[config.mk]
export PLATFORM = sky130hd
export DESIGN_NAME = fetch_stage
export DESIGN_NICKNAME = d
export VERILOG_FILES = /design/src/rtl/cpu_pkg.sv /design/src/rtl/next_pc_sel.sv /design/src/rtl/fetch_stage.sv
export SDC_FILE = /design/constraint.sdc
export NUM_CORES = 1
export LEC_CHECK = 0
export ABC_AREA = 1
export BUFFER_PORTS_ARGS = -buffer_cell sky130_fd_sc_hd__buf_2
export CAP_MARGIN = 20
export CORE_MARGIN = 2
export CORE_UTILIZATION = 35
export DETAILED_ROUTE_END_ITERATION = 10
export HOLD_SLACK_MARGIN = 0.08
export PLACE_DENSITY_LB_ADDON = 0.3
export SYNTH_ARGS = -nofsm -noshare
export SYNTH_HDL_FRONTEND = slang
export SYNTH_HIERARCHICAL = 1
export SYNTH_SLANG_ARGS = --single-unit
[constraint.sdc]
create_clock -name clk -period 1.5 [get_ports clk]
set_input_delay 0.3 -clock clk [delete_from_list [all_inputs] [get_ports clk]]
set_output_delay 0.3 -clock clk [all_outputs]
set_load 0.02 [all_outputs]
[src/rtl/cpu_pkg.sv]
// Shared constants and types for the RV32I core front end.
package cpu_pkg;

    localparam logic [31:0] NOP_INSTR        = 32'h0000_0013;
    localparam logic [31:0] DEFAULT_RESET_PC = 32'h0000_0000;

    typedef enum logic [1:0] {
        FETCH = 2'd0,
        DROP  = 2'd1,
        HOLD  = 2'd2
    } fetch_state_t;

endpackage

[src/rtl/next_pc_sel.sv]
// Next-PC candidates: sequential PC+4 and the execute-stage redirect target.
module next_pc_sel #(
    parameter int A_WIDTH = 32
) (
    input  logic [A_WIDTH-1:0] pc,
    input  logic               jalr_sel,
    input  logic [A_WIDTH-1:0] pc_target,
    input  logic [A_WIDTH-1:0] alu_result,
    output logic [A_WIDTH-1:0] pc_plus4,
    output logic [A_WIDTH-1:0] redirect_target
);

    assign pc_plus4 = pc + A_WIDTH'(4);

    // Only bit 0 is cleared for JALR; a set bit 1 is fetched misaligned on purpose.
    assign redirect_target = jalr_sel ? {alu_result[A_WIDTH-1:1], 1'b0} : pc_target;

endmodule

[src/rtl/fetch_stage.sv]
// Instruction fetch stage with IF/ID register, one-entry skid buffer and redirect handling.
// Optional performance counters are built when FETCH_PERF_EN is defined.
module fetch_stage
    import cpu_pkg::*;
#(
    parameter int                 D_WIDTH  = 32,
    parameter int                 A_WIDTH  = 32,
    parameter logic [A_WIDTH-1:0] RESET_PC = A_WIDTH'(DEFAULT_RESET_PC)
) (
    input  logic               clk,
    input  logic               rst,
    input  logic               StallF,
    input  logic               FlushD,
    input  logic               PCSrcE,
    input  logic               JALRctrlE,
    input  logic [A_WIDTH-1:0] PCTargetE,
    input  logic [A_WIDTH-1:0] ALUResultE,
    output logic               imem_req,
    output logic [A_WIDTH-1:0] imem_addr,
    input  logic [D_WIDTH-1:0] imem_rdata,
    input  logic               imem_valid,
    output logic [D_WIDTH-1:0] InstrD,
    output logic [A_WIDTH-1:0] PCD,
    output logic [A_WIDTH-1:0] PCPlus4D,
    output logic               ValidD
`ifdef FETCH_PERF_EN
    ,
    output logic [31:0]        FetchCount,
    output logic [31:0]        RedirectCount,
    output logic [31:0]        StallCycles
`endif
);

    fetch_state_t       state_reg;
    logic [A_WIDTH-1:0] pc_reg;
    logic [A_WIDTH-1:0] pending_reg;
    logic [D_WIDTH-1:0] skid_instr_reg;
    logic [A_WIDTH-1:0] skid_pc_reg;
    logic [D_WIDTH-1:0] instr_d_reg;
    logic [A_WIDTH-1:0] pc_d_reg;
    logic [A_WIDTH-1:0] pc_plus4_d_reg;
    logic               valid_d_reg;

    logic [A_WIDTH-1:0] pc_plus4;
    logic [A_WIDTH-1:0] redirect_target;
    logic               id_load;
    logic               id_hold;

    next_pc_sel #(
        .A_WIDTH (A_WIDTH)
    ) u_next_pc_sel (
        .pc              (pc_reg),
        .jalr_sel        (JALRctrlE),
        .pc_target       (PCTargetE),
        .alu_result      (ALUResultE),
        .pc_plus4        (pc_plus4),
        .redirect_target (redirect_target)
    );

    assign imem_req  = (state_reg != HOLD);
    assign imem_addr = pc_reg;
    assign InstrD    = instr_d_reg;
    assign PCD       = pc_d_reg;
    assign PCPlus4D  = pc_plus4_d_reg;
    assign ValidD    = valid_d_reg;

    // Redirect and flush win over stall; anything neither loaded nor held becomes a bubble.
    always_comb begin
        id_hold = StallF && !PCSrcE && !FlushD;
        id_load = !StallF && !PCSrcE && !FlushD &&
                  ((state_reg == FETCH && imem_valid) || state_reg == HOLD);
    end

    always_ff @(posedge clk) begin
        if (rst) begin
            state_reg      <= FETCH;
            pc_reg         <= RESET_PC;
            pending_reg    <= '0;
            skid_instr_reg <= '0;
            skid_pc_reg    <= '0;
            instr_d_reg    <= D_WIDTH'(NOP_INSTR);
            pc_d_reg       <= '0;
            pc_plus4_d_reg <= '0;
            valid_d_reg    <= 1'b0;
        end else begin
            if (id_load) begin
                if (state_reg == HOLD) begin
                    instr_d_reg    <= skid_instr_reg;
                    pc_d_reg       <= skid_pc_reg;
                    pc_plus4_d_reg <= pc_reg;
                end else begin
                    instr_d_reg    <= imem_rdata;
                    pc_d_reg       <= pc_reg;
                    pc_plus4_d_reg <= pc_plus4;
                end
                valid_d_reg <= 1'b1;
            end else if (!id_hold) begin
                instr_d_reg    <= D_WIDTH'(NOP_INSTR);
                pc_d_reg       <= '0;
                pc_plus4_d_reg <= '0;
                valid_d_reg    <= 1'b0;
            end

            case (state_reg)
                FETCH: begin
                    if (PCSrcE) begin
                        if (imem_valid) begin
                            pc_reg <= redirect_target;
                        end else begin
                            pending_reg <= redirect_target;
                            state_reg   <= DROP;
                        end
                    end else if (imem_valid) begin
                        pc_reg <= pc_plus4;
                        if (StallF) begin
                            skid_instr_reg <= imem_rdata;
                            skid_pc_reg    <= pc_reg;
                            state_reg      <= HOLD;
                        end
                    end
                end
                // The outstanding request must still complete before the new target is issued.
                DROP: begin
                    if (imem_valid) begin
                        pc_reg    <= PCSrcE ? redirect_target : pending_reg;
                        state_reg <= FETCH;
                    end else if (PCSrcE) begin
                        pending_reg <= redirect_target;
                    end
                end
                HOLD: begin
                    if (PCSrcE) begin
                        pc_reg    <= redirect_target;
                        state_reg <= FETCH;
                    end else if (!StallF) begin
                        state_reg <= FETCH;
                    end
                end
                default: state_reg <= FETCH;
            endcase
        end
    end

`ifdef FETCH_PERF_EN
    logic [2:0]       perf_inc;
    logic [2:0][31:0] perf_cnt;

    assign perf_inc = {StallF, PCSrcE, (state_reg == FETCH) && imem_valid && !PCSrcE};

    generate
        for (genvar gi = 0; gi < 3; gi++) begin : g_perf
            logic [31:0] cnt_reg;
            always_ff @(posedge clk) begin
                if (rst) begin
                    cnt_reg <= '0;
                end else if (perf_inc[gi] && (cnt_reg != '1)) begin
                    cnt_reg <= cnt_reg + 32'd1;
                end
            end
            assign perf_cnt[gi] = cnt_reg;
        end
    endgenerate

    assign FetchCount    = perf_cnt[0];
    assign RedirectCount = perf_cnt[1];
    assign StallCycles   = perf_cnt[2];
`endif

endmodule

==> results.toml, run 1 <==
[place]
port_buffers = 231
routabilityCongestion = 0.887
dpl_cell_area_mm2 = 0.0145
hpwl_um = 26400

[power_and_ir_drop]
total_power_mw = 22.8
power_density_mw_per_mm2 = 1150
power_frac_clock_pct = 29.6
p_switching_mw = 8.13
swShare_pct = 35.6
power.leakage_nw = 8.79
p_int_mw = 14.7
pwr-share-comb_pct = 39.7
ir_drop_mv = 0.728
p_seq_share_pct = 30.8

[layout]
nets = 2328
nFillCells = 2787
multiInputGateArea_mm2 = 0.00824
regArea_mm2 = 0.00461
fin_util_pct = 59.7
fin_area_mm2 = 0.0199
drive_gt1_share_pct = 47.1
syn_to_final_growth_pct = 69.3

[route]
drtAntennaViolNets = 0
wl_per_cell_um = 18.5
drt_wl_total_um = 49800
drtIter0Drc = 898
dr.pass1.iters = 7
met3WireLength_um = 3090
highest_layer = "met4"
drc = 0
dr_total_vias = 14000
wl_met2_um = 24100
routed_via_density = 5.21
drt-met1-wl_um = 20100

[timing]
fin_crit_sh_pct = 118
finalSetupTns_ns = -23.06
hold_slack_ns = 0.205
fin_ws_ns = -0.276
finClkSkew_ns = 0.0188
hold_viol = 0
drv_slew = 0
min_period_ns = 1.78
setup_violations = 165
worst_pin_slew_ns = 0.593
slew_headroom_pct = 60.5
fmax_ghz = 0.563
rsz0062_at_grt = "yes"

[synthesis]
synth.ff_latch_count = 227
yosys.area.top_type = "dfxtp_1"
synth.top_cells.by_count = "652 x nand2_1, 285 x a21oi_1, 227 x dfxtp_1, 187 x o21ai_0, 132 x inv_1"
synth_ff_type = "dfxtp_1"
ys_warn_count = 6
avgSynthCellArea_um2 = 6.57
postSynthCellCount = 1793
synth_area_mm2 = 0.0118
synth.distinct_cells = 28
synth-seq-area-share_pct = 38.6
synth.top_cell.area_share_pct = 38.6
synthTopCellsByArea = "dfxtp_1 39%, nand2_1 21%, a21oi_1 12%"
synthesis.nets = 1903
yosysMostFrequentCell = "nand2_1"
async_flop_share_pct = 0
synth_edf_count = 0

[critical_path]
crit_fanout = 4
rr_startpoint = "imem_addr[3]$_SDFFE_PP0P_"
critPathKind = "flip-flop to flip-flop"
rrSetupSlack_ns = -0.28
required_ns = 1.96
worstSetupEndpointType = "flip-flop"
critical_path_arrival_ns = 2.24
cp-start-kind = "flip-flop"
crit_start = "imem_addr[3]$_SDFFE_PP0P_"

[run]
drv_cap = 0

[outcome]
status = "finished with violations"
violations = "setup timing"

[clocking]
cts_num_sinks = 227
root_buffer = "clkbuf_16"
cts_buffers = 26
htreeDepth = 1
cts_tree = "yes"
clkTransAtPathRegs_ns = 0.06
clock_latency_ns = 0.55
clock_path_buffers = 3

[floorplan]
core-area_mm2 = 0.0334
initial_utilization_pct = 35.3
die_width_um = 187
ios = 233
die_area_mm2 = 0.0351
die_h_um = 187
num_rows = 67

[grt]
grt_max_degree = 97
grt_pass1_vias = 12800
grt.total_usage_pct = 24.8
antenna_found_initial = 2
grt.overflow.total = 0
grt_first_pass_wirelength_um = 69900

[worst_hold_path]
hold_path_class = "input pin to flip-flop"
min_from = "PCTargetE[2]"
## per-stage QoR
step	setup WS [ns]	instances
6_report	-0.276	2687
5_1_grt	-0.351	2686
4_1_cts	-0.220	2670
3_5_place_dp	-0.238	2504
3_3_place_gp	-0.225	2504
2_1_floorplan	-0.0612	1793
## placed cells by master (no fill, tap or decap), types with 41 or more instances in the layout
cell type  instances
o21ai_2           67
nand2_4           75
buf_4            141
nand2_2          102
buf_12            49
dfxtp_1          200
inv_1            120
o21ai_0           41
buf_2            207
o21ai_1           70
nand2_1          478
buf_6             48
a21oi_2          125
a21oi_1          142
## logic make-up after synthesis
family / share of synthesized area (%)
AO/OA/AOI/OAI: 21.2
XOR/XNOR: 1.12
adder cells (fa/ha/maj): 0.744
buffers and inverters: 9.78
flip-flops: 38.6
multiplexers: 2.96
AND/OR/NAND/NOR: 25.7
## per-layer routing
layer	GRT usage (%)	up-vias
met3	3.47	157
met4	9.42	0
met2	42.7	593
met5	0	-
met1	31.5	6574
li1	-	6670
## cell type report
type | instances | share of cell area, %
Multi-Input combinational cell | 1304 | 41.3
Timing Repair Buffer | 521 | 25.3
Sequential cell | 227 | 23.1
Clock buffer | 40 | 4.09
Inverter | 137 | 2.86
Tap cell | 448 | 2.81
Clock inverter | 7 | 0.452
Timing Repair inverter | 1 | 0.0439
Antenna cell | 2 | 0.0251
## path summary, 6_finish.rpt
| check | cells after the start | to |
|---|---|---|
| max | 9 | imem_addr[15]$_SDFFE_PP0P_ |
| min | 4 | pending_reg[2]$_SDFFE_PP0P_ |
| max reg2reg | 9 | imem_addr[15]$_SDFFE_PP0P_ |
| min reg2reg | 2 | PCD[21]$_SDFFE_PP0P_ |
## worst max-delay path, cell delays in order, from the launching register on
cell	delay, ns
dfxtp_4	0.37
nand2_2	0.07
nor2_4	0.20
nand2_4	0.09
nor2_4	0.18
xor2_1	0.16
inv_1	0.10
o211ai_1	0.25
o21ai_1	0.15
a21oi_2	0.13
## what timing repair did
action                                  CTS  global route
gates cloned                             39            11
hold buffers                             32             0
gates resized for setup                 317           567
endpoints found under the setup margin  239           248
pin swaps                               100           195
setup buffers                            50            26
endpoints found under the hold margin    32             0
## power by group through the flow
stage / logic [mW] / clock network [mW] / registers (mW)
after CTS: 7.44 / 6.77 / 6.95
after detailed placement: 5.43 / 0 / 7.06
after floorplan: 3.00 / 0 / 7.35
final: 9.05 / 6.74 / 7.03
after global placement: 5.35 / 0 / 7.05
after global routing: 9.59 / 7.07 / 7.08
Note: power is estimated with default switching activity, not from simulation.
==> run 2: changes to the inputs <==
--- a/config.mk
+++ b/config.mk
@@ -5,7 +5,6 @@
 export SDC_FILE = /design/constraint.sdc
 export NUM_CORES = 1
 export LEC_CHECK = 0
-export ABC_AREA = 1
 export BUFFER_PORTS_ARGS = -buffer_cell sky130_fd_sc_hd__buf_2
 export CAP_MARGIN = 20
 export CORE_MARGIN = 2
==> constraint.sdc (replaced) <==
create_clock -name clk -period 1.9 [get_ports clk]
set_input_delay 0.38 -clock clk [delete_from_list [all_inputs] [get_ports clk]]
set_output_delay 0.38 -clock clk [all_outputs]
set_load 0.02 [all_outputs]
==> results.toml, run 2 <==
[outcome]
status = "finished with violations"
violations = "setup timing"

[synthesis]
synth_area_mm2 = 0.0113
synth.ff_latch_count = 227
synthTopCellsByArea = "dfxtp_1 40%, mux2_2 16%, a22oi_1 8.3%"
synth.distinct_cells = 41
postSynthCellCount = 1289
synthesis.nets = 1399
synth_edf_count = 0
yosysMostFrequentCell = "nand2_1"
avgSynthCellArea_um2 = 8.74
synth.top_cells.by_count = "232 x nand2_1, 227 x dfxtp_1, 156 x mux2_2, 133 x a21oi_1, 125 x a22oi_1"
synth_ff_type = "dfxtp_1"
synth-seq-area-share_pct = 40.3
ys_warn_count = 6
async_flop_share_pct = 0
yosys.area.top_type = "dfxtp_1"
synth.top_cell.area_share_pct = 40.3

[floorplan]
die_area_mm2 = 0.0336
core-area_mm2 = 0.0316
ios = 233
initial_utilization_pct = 35.6
die_width_um = 183
num_rows = 65
die_h_um = 183

[timing]
fin_crit_sh_pct = 108
drv_slew = 0
rsz0062_at_grt = "yes"
setup_violations = 23
worst_pin_slew_ns = 0.416
hold_viol = 0
hold_slack_ns = 0.0968
fmax_ghz = 0.487
fin_ws_ns = -0.154
min_period_ns = 2.05
finClkSkew_ns = 0.00776
slew_headroom_pct = 72.3

[critical_path]
critPathKind = "flip-flop to flip-flop"
required_ns = 2.37
rrSetupSlack_ns = -0.15
r2r-end = "imem_addr[30]$_SDFFE_PP0P_"
rr_startpoint = "imem_addr[14]$_SDFFE_PP0P_"
reg2reg_depth = 10
cp-start-kind = "flip-flop"
critical_path_arrival_ns = 2.52
worstSetupEndpointType = "flip-flop"
crit_fanout = 8

[grt]
grt_max_degree = 72
gr-max-usage-layer = "met2"
grt.total_usage_pct = 19.8
antenna_found_initial = 0
grt_first_pass_wirelength_um = 54000
met1_usage_pct = 24.7
met2_usage_pct = 33.9
grtUsageMet3_pct = 5.41
grt.overflow.total = 0
grt_pass1_vias = 10200

[worst_hold_path]
hold_path_end = "skid_instr_reg[1]$_SDFFE_PP0P_"
hold_path_class = "input pin to flip-flop"
min_from = "imem_rdata[1]"
holdPathStages = 3

[place]
dp_cells = 1904
hpwl_um = 23200
port_buffers = 231
routabilityCongestion = 0.782

[power_and_ir_drop]
power.leakage_nw = 6.11
ir_drop_mv = 0.574
total_power_mw = 13.1
power_density_mw_per_mm2 = 871

[route]
drtAntennaViolNets = 0
routed_via_density = 5.28
drt_wl_total_um = 35400
drc = 0
dr.pass1.iters = 7
drtIter0Drc = 623
wl_per_cell_um = 18.0
dr_total_vias = 10400

[clocking]
cts_num_sinks = 227
clock_path_buffers = 3
cts_tree = "yes"
root_buffer = "clkbuf_16"
cts_buffers = 26
clock_latency_ns = 0.53
clkTransAtPathRegs_ns = 0.06
htreeDepth = 1

[layout]
diodes = 0
layout.cells.non_filler = 1971
drive_gt1_share_pct = 42.0
nFillCells = 3016
final_common_cell = "buf_2"
nets = 1663
syn_to_final_growth_pct = 33.4
final_cell_mix = "229 x buf_2, 228 x nand2_1, 204 x dfxtp_1, 153 x mux2_2, 125 x a21oi_1"

[run]
drv_cap = 0
-- run 2: changes by cell type after synthesis, moves of 18 or more --
cell,change
a21oi_1,-152
a211oi_1,+32
inv_1,-124
nand3_1,-18
a211o_1,+32
a22oi_1,+125
nor2_1,+53
xnor2_1,+19
buf_2,-21
o21ai_0,-187
mux2_2,+127
nor2b_1,+34
nand2_1,-420
-- run 2: critical path: stages, from the launching register on --
cell and delay, ns:
dfxtp_4 0.36, nand4_4 0.13, nor4_4 0.33, buf_6 0.19
buf_4 0.13, nand3_4 0.08, xnor2_2 0.20, nor2b_2 0.17
a211oi_1 0.05, a211o_1 0.24, a21oi_2 0.12
-- run 2: how the worst max path moves through the flow --
stage | from | end | slack [ns] | depth (start not counted)
floorplan | imem_addr[14]$_SDFFE_PP0P_ | imem_addr[28]$_SDFFE_PP0P_ | 0.005 | 8
global placement | imem_addr[2]$_SDFFE_PP0P_ | imem_addr[20]$_SDFFE_PP0P_ | -0.06 | 10
detailed placement | imem_addr[2]$_SDFFE_PP0P_ | imem_addr[22]$_SDFFE_PP0P_ | -0.11 | 10
CTS | imem_addr[8]$_SDFFE_PP0P_ | imem_addr[16]$_SDFFE_PP0P_ | -0.04 | 8
global route | imem_addr[3]$_SDFFE_PP0P_ | imem_addr[13]$_SDFFE_PP0P_ | -0.26 | 9
finish | imem_addr[14]$_SDFFE_PP0P_ | imem_addr[30]$_SDFFE_PP0P_ | -0.15 | 10
-- run 2: logic make-up (layout without fill, tap and decap cells) --
| family | after synthesis | count (layout) | share of synthesized area [%] |
|---|---|---|---|
| buffers and inverters | 122 | 402 | 4.95 |
| flip-flops | 227 | 227 | 40.3 |
| multiplexers | 159 | 159 | 15.9 |
| XOR/XNOR | 28 | 28 | 2.18 |
| AO/OA/AOI/OAI | 330 | 330 | 19.5 |
| adder cells (fa/ha/maj) | 7 | 7 | 0.777 |
| AND/OR/NAND/NOR | 416 | 416 | 16.4 |
-- run 2: stage by stage --
stage | utilization, % | area [um^2] | worst slack, ns | TNS (ns)
floorplan | - | 11400 | 0.00518 | 0
global placement | 42.7 | 13500 | -0.0616 | -0.300
detailed placement | 42.7 | 13500 | -0.109 | -0.909
CTS | 45.7 | 14500 | -0.0406 | -0.175
global route | 47.5 | 15000 | -0.264 | -4.94
finish | 47.5 | 15000 | -0.154 | -1.51
-- run 2: cell type report --
| class | instances | area, um^2 | area share [%] |
|---|---|---|---|
| multi-input cells | 940 | 6690 | 44.5 |
| flip-flops and latches | 227 | 4600 | 30.6 |
| repair buffers | 350 | 2420 | 16.1 |
| clock buffers | 42 | 782 | 5.20 |
| well taps | 402 | 503 | 3.35 |
| inverters | 8 | 30.0 | 0.200 |
| clock inverters | 2 | 10.0 | 0.0666 |
-- run 2: what timing repair did --
action	in CTS	in global routing
gates resized for setup	18	89
buffers inserted	3	15
hold endpoints to repair	3	0
hold buffers	3	0
endpoints found under the setup margin	22	119
gates cloned	0	2
pin swaps	34	51
-- run 2: metal layers --
| layer | vias up | share of wire [%] |
|---|---|---|
| met3 | 41 | 7.7 |
| met5 | - | 0 |
| met4 | 0 | 1.5 |
| met1 | 4999 | 44 |
| met2 | 291 | 47 |
| li1 | 5075 | - |
-- run 2: report_power, final --
part	internal [mW]	switching, mW	leakage [nW]
clock	2.78	1.97	0.388
sequential	5.02	0.172	1.85
combinational	1.43	1.73	3.87
==> run 3: changes to the inputs <==
--- a/config.mk
+++ b/config.mk
@@ -16,3 +16,4 @@
 export SYNTH_HDL_FRONTEND = slang
 export SYNTH_HIERARCHICAL = 1
 export SYNTH_SLANG_ARGS = --single-unit
+export TNS_END_PERCENT = 20
==> results.toml, run 3 (synthesis results as in run 2) <==
[critical_path]
critPathKind = "flip-flop to flip-flop"
reg2reg_depth = 10
crit_fanout = 7
required_ns = 2.36
critical_path_arrival_ns = 2.49
r2r-end = "imem_addr[19]$_SDFFE_PP0P_"
rr_startpoint = "imem_addr[2]$_SDFFE_PP0P_"
worstSetupEndpointType = "flip-flop"
cp-start-kind = "flip-flop"
rrSetupSlack_ns = -0.14

[place]
routabilityCongestion = 0.814
port_buffers = 231
hpwl_um = 23200

[timing]
fmax_ghz = 0.491
hold_viol = 0
fin_ws_ns = -0.139
fin_crit_sh_pct = 107
rsz0062_at_grt = "yes"
min_period_ns = 2.04
setup_violations = 28
drv_slew = 0
finClkSkew_ns = 0.0127
slew_headroom_pct = 71.6
worst_pin_slew_ns = 0.426
hold_slack_ns = 0.101

[layout]
syn_to_final_growth_pct = 35.2
final_common_cell = "nand2_1"
nets = 1676
final_cell_mix = "229 x nand2_1, 228 x buf_2, 202 x dfxtp_1, 152 x mux2_2, 125 x a21oi_1"
nFillCells = 2999
drive_gt1_share_pct = 41.2
diodes = 0

[power_and_ir_drop]
p_int_mw = 9.73
power_frac_clock_pct = 39.0
power.leakage_nw = 6.20
ir_drop_mv = 0.628
total_power_mw = 13.7
pwr-share-comb_pct = 23.2
power_density_mw_per_mm2 = 901
swShare_pct = 29.1
p_switching_mw = 3.99
p_seq_share_pct = 37.8

[clocking]
root_buffer = "clkbuf_16"
clock_latency_ns = 0.54
cts_buffers = 27
clock_path_buffers = 3
htreeDepth = 1
clkTransAtPathRegs_ns = 0.06
cts_tree = "yes"
cts_num_sinks = 227

[floorplan]
die_width_um = 183
initial_utilization_pct = 35.6
ios = 233
num_rows = 65
die_h_um = 183
die_area_mm2 = 0.0336
core-area_mm2 = 0.0316

[route]
routed_via_density = 5.28
drtIter0Drc = 581
drc = 0
dr.pass1.iters = 4
wl_per_cell_um = 17.8
dr_total_vias = 10500
drtAntennaViolNets = 0
drt_wl_total_um = 35300

[grt]
gr-max-usage-layer = "met2"
met2_usage_pct = 34.4
grt_max_degree = 67
grt_pass1_vias = 10200
antenna_found_initial = 2
grt.total_usage_pct = 20.0
met1_usage_pct = 25.0
grtUsageMet3_pct = 5.05
grt.overflow.total = 0
grt_first_pass_wirelength_um = 54300

[outcome]
status = "finished with violations"
violations = "setup timing"

[worst_hold_path]
holdPathStages = 3
hold_path_end = "skid_instr_reg[25]$_SDFFE_PP0P_"
hold_path_class = "input pin to flip-flop"
min_from = "imem_rdata[25]"

[run]
drv_cap = 0
-- run 3: repair_timing --
action,CTS,global route
pin swaps,25,47
endpoints found under the setup margin,67,114
endpoints found under the hold margin,21,0
resized for setup,24,75
setup buffers,7,13
hold buffers,21,0
-- run 3: power groups by stage --
stage	logic, mW	registers (mW)	clock network, mW
floorplan	1.64	5.50	0
finish	3.18	5.19	5.35
detailed placement	2.93	5.29	0
global route	3.45	5.22	5.65
global placement	2.90	5.28	0
CTS	3.04	5.19	5.48
-- run 3: worst max-delay path, stage by stage, from the launching register on --
cell	delay, ns
dfxtp_4	0.37
nand4_1	0.20
nor3_4	0.27
buf_12	0.17
buf_12	0.11
nand3_4	0.07
xnor2_2	0.16
nor2b_4	0.17
a211oi_2	0.04
a211o_1	0.28
a21oi_1	0.12
-- run 3: how the worst max path moves through the flow --
| stage | from | endpoint | slack, ns | depth (start not counted) |
|---|---|---|---|---|
| 6_report | imem_addr[2]$_SDFFE_PP0P_ | imem_addr[19]$_SDFFE_PP0P_ | -0.14 | 10 |
| 5_1_grt | imem_addr[3]$_SDFFE_PP0P_ | imem_addr[22]$_SDFFE_PP0P_ | -0.22 | 10 |
| 4_1_cts | imem_addr[3]$_SDFFE_PP0P_ | PCPlus4D[31]$_SDFFE_PP0P_ | -0.11 | 9 |
| 3_5_place_dp | imem_addr[2]$_SDFFE_PP0P_ | imem_addr[20]$_SDFFE_PP0P_ | -0.12 | 10 |
| 3_3_place_gp | imem_addr[2]$_SDFFE_PP0P_ | imem_addr[22]$_SDFFE_PP0P_ | -0.09 | 10 |
| 2_1_floorplan | imem_addr[14]$_SDFFE_PP0P_ | imem_addr[31]$_SDFFE_PP0P_ | -0.01 | 8 |
-- run 3: metal layers --
layer,up-vias,wire [um]
met1,5016,15200
met3,58,2480
met5,-,23
li1,5115,-
met2,293,16800
met4,4,814
-- run 3: layout make-up --
cell class | instances | area [um^2] | share of cell area (%)
clock buffers | 35 | 736 | 4.83
clock inverters | 12 | 166 | 1.09
inverters | 8 | 30.0 | 0.197
multi-input cells | 940 | 6660 | 43.7
flip-flops and latches | 227 | 4600 | 30.2
well taps | 402 | 503 | 3.30
repair buffers | 362 | 2540 | 16.7
-- run 3: metrics by stage --
stage	cells	instance area, um^2	utilization [%]	setup TNS, ns	worst slack (ns)
after floorplan	1289	11300	-	-0.0159	-0.00996
after global placement	1898	13500	42.6	-0.417	-0.0892
after detailed placement	1898	13500	42.6	-1.02	-0.124
after CTS	1973	14800	46.6	-1.26	-0.106
after global routing	1986	15200	48.2	-4.93	-0.219
final	1986	15200	48.2	-1.67	-0.139
